## src/rtl/alu_addsub_pipe.sv

```systemverilog
// Pipelined add/subtract unit: the carry chain is cut into SEG-bit
// segments, one per stage, with valid/ready handshakes and full backpressure.
// Ports:
//   clk, reset           - clock, synchronous active-high reset
//   in_valid/in_ready    - operand handshake: a, b, op, ci
//   out_valid/out_ready  - result handshake: result, co, zero, neg, ovf
`timescale 1ns/1ps
module alu_addsub_pipe #(
  parameter int N   = 8,
  parameter int SEG = 4
) (
  input  logic         clk,
  input  logic         reset,
  input  logic         in_valid,
  output logic         in_ready,
  input  logic [N-1:0] a,
  input  logic [N-1:0] b,
  input  logic [1:0]   op,
  input  logic         ci,
  output logic         out_valid,
  input  logic         out_ready,
  output logic [N-1:0] result,
  output logic         co,
  output logic         zero,
  output logic         neg,
  output logic         ovf
);

  localparam int STAGES = N / SEG;
  localparam int L = STAGES - 1;

  // Per-stage registers: operands travel with the beat so that
  // later stages can resolve their own segment.
  logic [N-1:0] a_q   [STAGES];
  logic [N-1:0] bp_q  [STAGES];
  logic [N-1:0] res_q [STAGES];
  logic         c_q   [STAGES];
  logic         sub_q [STAGES];
  logic         v_q   [STAGES];

  logic [STAGES-1:0] adv;

  for (genvar k = 0; k < STAGES; k++) begin : g_st
    logic [N-1:0] src_a;
    logic [N-1:0] src_bp;
    logic [N-1:0] src_res;
    logic         src_c;
    logic         src_sub;
    logic         src_v;
    logic [SEG:0] sum;
    logic [N-1:0] nres;

    if (k == 0) begin : g_in
      // op[0] selects subtract; op[1] selects the external carry/borrow.
      assign src_a   = a;
      assign src_bp  = op[0] ? ~b : b;
      assign src_c   = op[1] ? (ci ^ op[0]) : op[0];
      assign src_sub = op[0];
      assign src_v   = in_valid;
      assign src_res = '0;
    end else begin : g_chain
      assign src_a   = a_q[k-1];
      assign src_bp  = bp_q[k-1];
      assign src_c   = c_q[k-1];
      assign src_sub = sub_q[k-1];
      assign src_v   = v_q[k-1];
      assign src_res = res_q[k-1];
    end

    assign sum = {1'b0, src_a[k*SEG +: SEG]}
               + {1'b0, src_bp[k*SEG +: SEG]}
               + {{SEG{1'b0}}, src_c};

    always_comb begin
      nres = src_res;
      nres[k*SEG +: SEG] = sum[SEG-1:0];
    end

    // A stage moves when it is empty or its successor moves,
    // which lets bubbles collapse.
    if (k == L) begin : g_last
      assign adv[k] = !v_q[k] || out_ready;
    end else begin : g_mid
      assign adv[k] = !v_q[k] || adv[k+1];
    end

    always_ff @(posedge clk) begin
      if (reset) begin
        v_q[k]   <= 1'b0;
        a_q[k]   <= '0;
        bp_q[k]  <= '0;
        res_q[k] <= '0;
        c_q[k]   <= 1'b0;
        sub_q[k] <= 1'b0;
      end else if (adv[k]) begin
        v_q[k]   <= src_v;
        a_q[k]   <= src_a;
        bp_q[k]  <= src_bp;
        res_q[k] <= nres;
        c_q[k]   <= sum[SEG];
        sub_q[k] <= src_sub;
      end
    end
  end

  assign in_ready  = adv[0];
  assign out_valid = v_q[L];

  // Outputs are forced to zero while no beat is presented so that
  // stale bubble contents never leak out.
  assign result = out_valid ? res_q[L] : '0;
  assign co     = out_valid & (c_q[L] ^ sub_q[L]);
  assign zero   = out_valid & (res_q[L] == '0);
  assign neg    = out_valid & res_q[L][N-1];
  assign ovf    = out_valid
                & (a_q[L][N-1] == bp_q[L][N-1])
                & (res_q[L][N-1] != a_q[L][N-1]);

endmodule

```

## config.mk

```make
export PLATFORM = sky130hd
export DESIGN_NAME = alu_addsub_pipe
export DESIGN_NICKNAME = d
export VERILOG_FILES = /design/src/rtl/alu_addsub_pipe.sv
export SDC_FILE = /design/constraint.sdc
export NUM_CORES = 1
export LEC_CHECK = 0
export CAP_MARGIN = 40
export CORE_MARGIN = 10
export CORE_UTILIZATION = 25
export CTS_CLUSTER_DIAMETER = 30
export DETAILED_ROUTE_END_ITERATION = 8
export REMOVE_ABC_BUFFERS = 1
export SYNTH_ARGS = -nofsm -noshare
export SYNTH_HDL_FRONTEND = slang
export SYNTH_SLANG_ARGS = --single-unit
```

## constraint.sdc

```tcl
create_clock -name clk -period 2.13 [get_ports clk]
set_input_delay 0.426 -clock clk [delete_from_list [all_inputs] [get_ports clk]]
set_output_delay 0.426 -clock clk [all_outputs]
set_load 0.01 [all_outputs]
```

==> impl_results.md <==
- GPL Wtd Cong: 0.709
- Skew final: 0.00219 ns
- Slew margin rel.: 69.4%
- YS warnings: 0
- Die area: 9640 µm²
- Met1 Use GR: 6.36%
- Inserted Clock Buffers: 3
- Hold Crit Class: register to register
- Leakage: 0.000900 µW
- Crit path arrival time: 1.60 ns
- Endpoints failing setup: 0
- Via count: 982
- Root Buffer: clkbuf_8
- MaxCap Viol Count: 0
- Mean Syn Cell Area: 11.9 µm²
- DRC violations left: 0
- FP Rows: 28
- Critical path required time: 1.70 ns
- Post-route cell area: 2090 µm²
- Most frequent cells in the layout: clkdlybuf4s50_1, edfxtp_1, and3_1, nor2_1
- RSZ-0062 raised after global routing: no
- Max Fclk: 493 MHz
- WL final: 2.77 mm
- Hold worst-path end: sub_q[1]
- Max IR drop VDD: 0.263 mV
- Worst-case hold slack: 0.561 ns
- Die height: 98.2 µm
- Top-area cell type share of the netlist area: 55.0%
- Pwr dens: 583 nW/µm²
- Vias in the first global route: 1063
- Layout cell share with drive strength beyond 1: 12.9%
- Synth Cell Area: 1530 µm²
- Global route total overflow: 0
- Worst-margin pin slew: 0.459 ns
- Setup slack, reg-to-reg: 0.41 ns
- Number of vias per cell: 4.01
- Worst Hold Launch: sub_q[0]
- CTS tree: done
- CP max stage delay: 0.56 ns
- Slew Limit Fails: 0
- Largest net degree at the start of global routing: 16
- Commonest non-fill, non-tap cell in the layout: clkdlybuf4s50_1
- Worst r2r src: c_q[0]
- Die width: 98.2 µm
- Worst slack at placement: -0.339 ns
- GRT busiest layer: met2
- Count of nets after finishing: 205
- Min Clock Period, post-route: 2.03 ns
- # IOs: 37
- Clk buf depth: 2
- Clock Latency Late Sink: 0.26 ns
- DRT iter0 DRCs: 24
- Fill count: 579
- Final worst setup slack: 0.102 ns
- Synth unique cells: 23
- Period utilisation layout: 95.2%
- ANT nets after route: 0
- Hpwl dp: 2.34 mm
- Post-synthesis sequential area ratio: 55.0%
- H-Tree Depth: 1
- Crit Path Class: register to primary output
- First-pass GRT wire length: 4.80 mm
- Hold-critical path depth: 1
- N_diodes: 0
- Drt wl/cell: 11.3 µm
- Synth Instances: 128
- Synthesis-to-finish area growth: 36.4%
- Post-synth top area cell: edfxtp_1
- Met3 Resource Use GR: 2.61%
- Yosys reg bits: 28
- Initial antenna violation count: 0
- R2R cell count: 5
- DR pass1 iterations: 4
- Initial Util: 25.8%
- CTS Hold Bufs: 0
- CP startpoint kind: register
- Final core occ: 35.2%
- Crit path cell chain: nand3b_1 -> a21boi_0 -> clkdlybuf4s50_1
- IO buf count: 36
- DP Area: 2020 µm²
- Capture point of the worst reg-to-reg path: res_q[1][5]
- Fin. Hold Viols: 0
- CTS clk-pin slew, worst paths: 0.09 ns
- Slowest-stage cell, CP: clkdlybuf4s50_1
- Synth top area cells: edfxtp_1, and3_1, fa_1
- Status: complete, no violations
- Core box area: 5920 µm²
- All-Layer GR Usage: 5.83%
- Clock sinks: 28
- CP max FO: 4
- Crit path capture type: primary output
- Met2 usage: 9.39%
[through the flow]
stage | setup TNS, ns | cells | total power, µW
floorplan | 0 | 123 | 840
global placement | -1.02 | 242 | 949
detailed placement | -1.10 | 242 | 955
CTS | 0 | 245 | 1220
global route | 0 | 245 | 1290
finish | 0 | 245 | 1220
[kinds of logic after synthesis]
group / share of synthesized area [%]
flops: 55.0
fa+ha+maj: 10.1
compound gates: 3.60
xor+xnor: 6.87
simple gates: 20.6
buf+inv: 3.76
[where the power goes]
group,switching [µW],internal [µW]
Sequential,25.8,669
Clock,146,127
Combinational,105,145
[worst max-delay path, delay by kind of cell, from the launching register on]
family | cells | cell delay [ns]
buffers and inverters | 1 | 0.56
flip-flops | 1 | 0.44
AND/OR/NAND/NOR | 1 | 0.18
AO/OA/AOI/OAI | 1 | 0.16
[state kept, by name, summed over array words and instances, names as in the netlist]
name and cells:
a_q 5, v_q 2, sub_q 2, c_q 2
res_q 12, bp_q 5
[final cells by class]
type / count / area, µm² / share of cell area [%]
timing repair buffer: 44 / 419 / 20.1
inverter: 9 / 33.8 / 1.62
sequential: 28 / 841 / 40.3
clock buffer: 3 / 41.3 / 1.98
multi-input combinational: 86 / 657 / 31.5
tap: 75 / 93.8 / 4.50
[routing by layer]
metal	wire length (µm)	part of all wire [%]	vias to the layer above
li1	-	-	528
met1	1250	45	423
met2	1250	45	31
met3	278	10	0
met4	0	0	0
met5	0	0	-
[synth_stat cells]
master and n:
xor2_1 5, nand2b_1 1, and2_1 8, edfxtp_1 28, and3_1 17, buf_2 1
fa_1 4, nor3_1 1, nor4_2 1, clkbuf_1 3, ha_1 6, nor2_1 13
buf_4 1, nor3b_1 1, a21o_1 2, inv_1 9, or4_4 1, a21oi_1 5
nand2_1 6, and2_2 1, a21boi_0 2, nand3b_1 5, xnor2_1 7
[repair_timing]
| item | CTS | global route |
|---|---|---|
| pin swaps | 0 | 4 |
| setup endpoints to repair | 3 | 3 |
| buffers inserted | 0 | 0 |
| gates resized for setup | 3 | 10 |
| gates cloned | 0 | 0 |
[worst max path at each step]
stage	start	slack [ns]	to
global placement	op[0]	-0.31	c_q[0]
CTS	res_q[1][4]	0.001	zero
finish	res_q[1][7]	0.10	ovf
floorplan	op[1]	0.25	c_q[0]
global route	v_q[1]	0.0009	ovf
detailed placement	op[0]	-0.34	c_q[0]
Note: power is estimated with default switching activity, not from simulation.
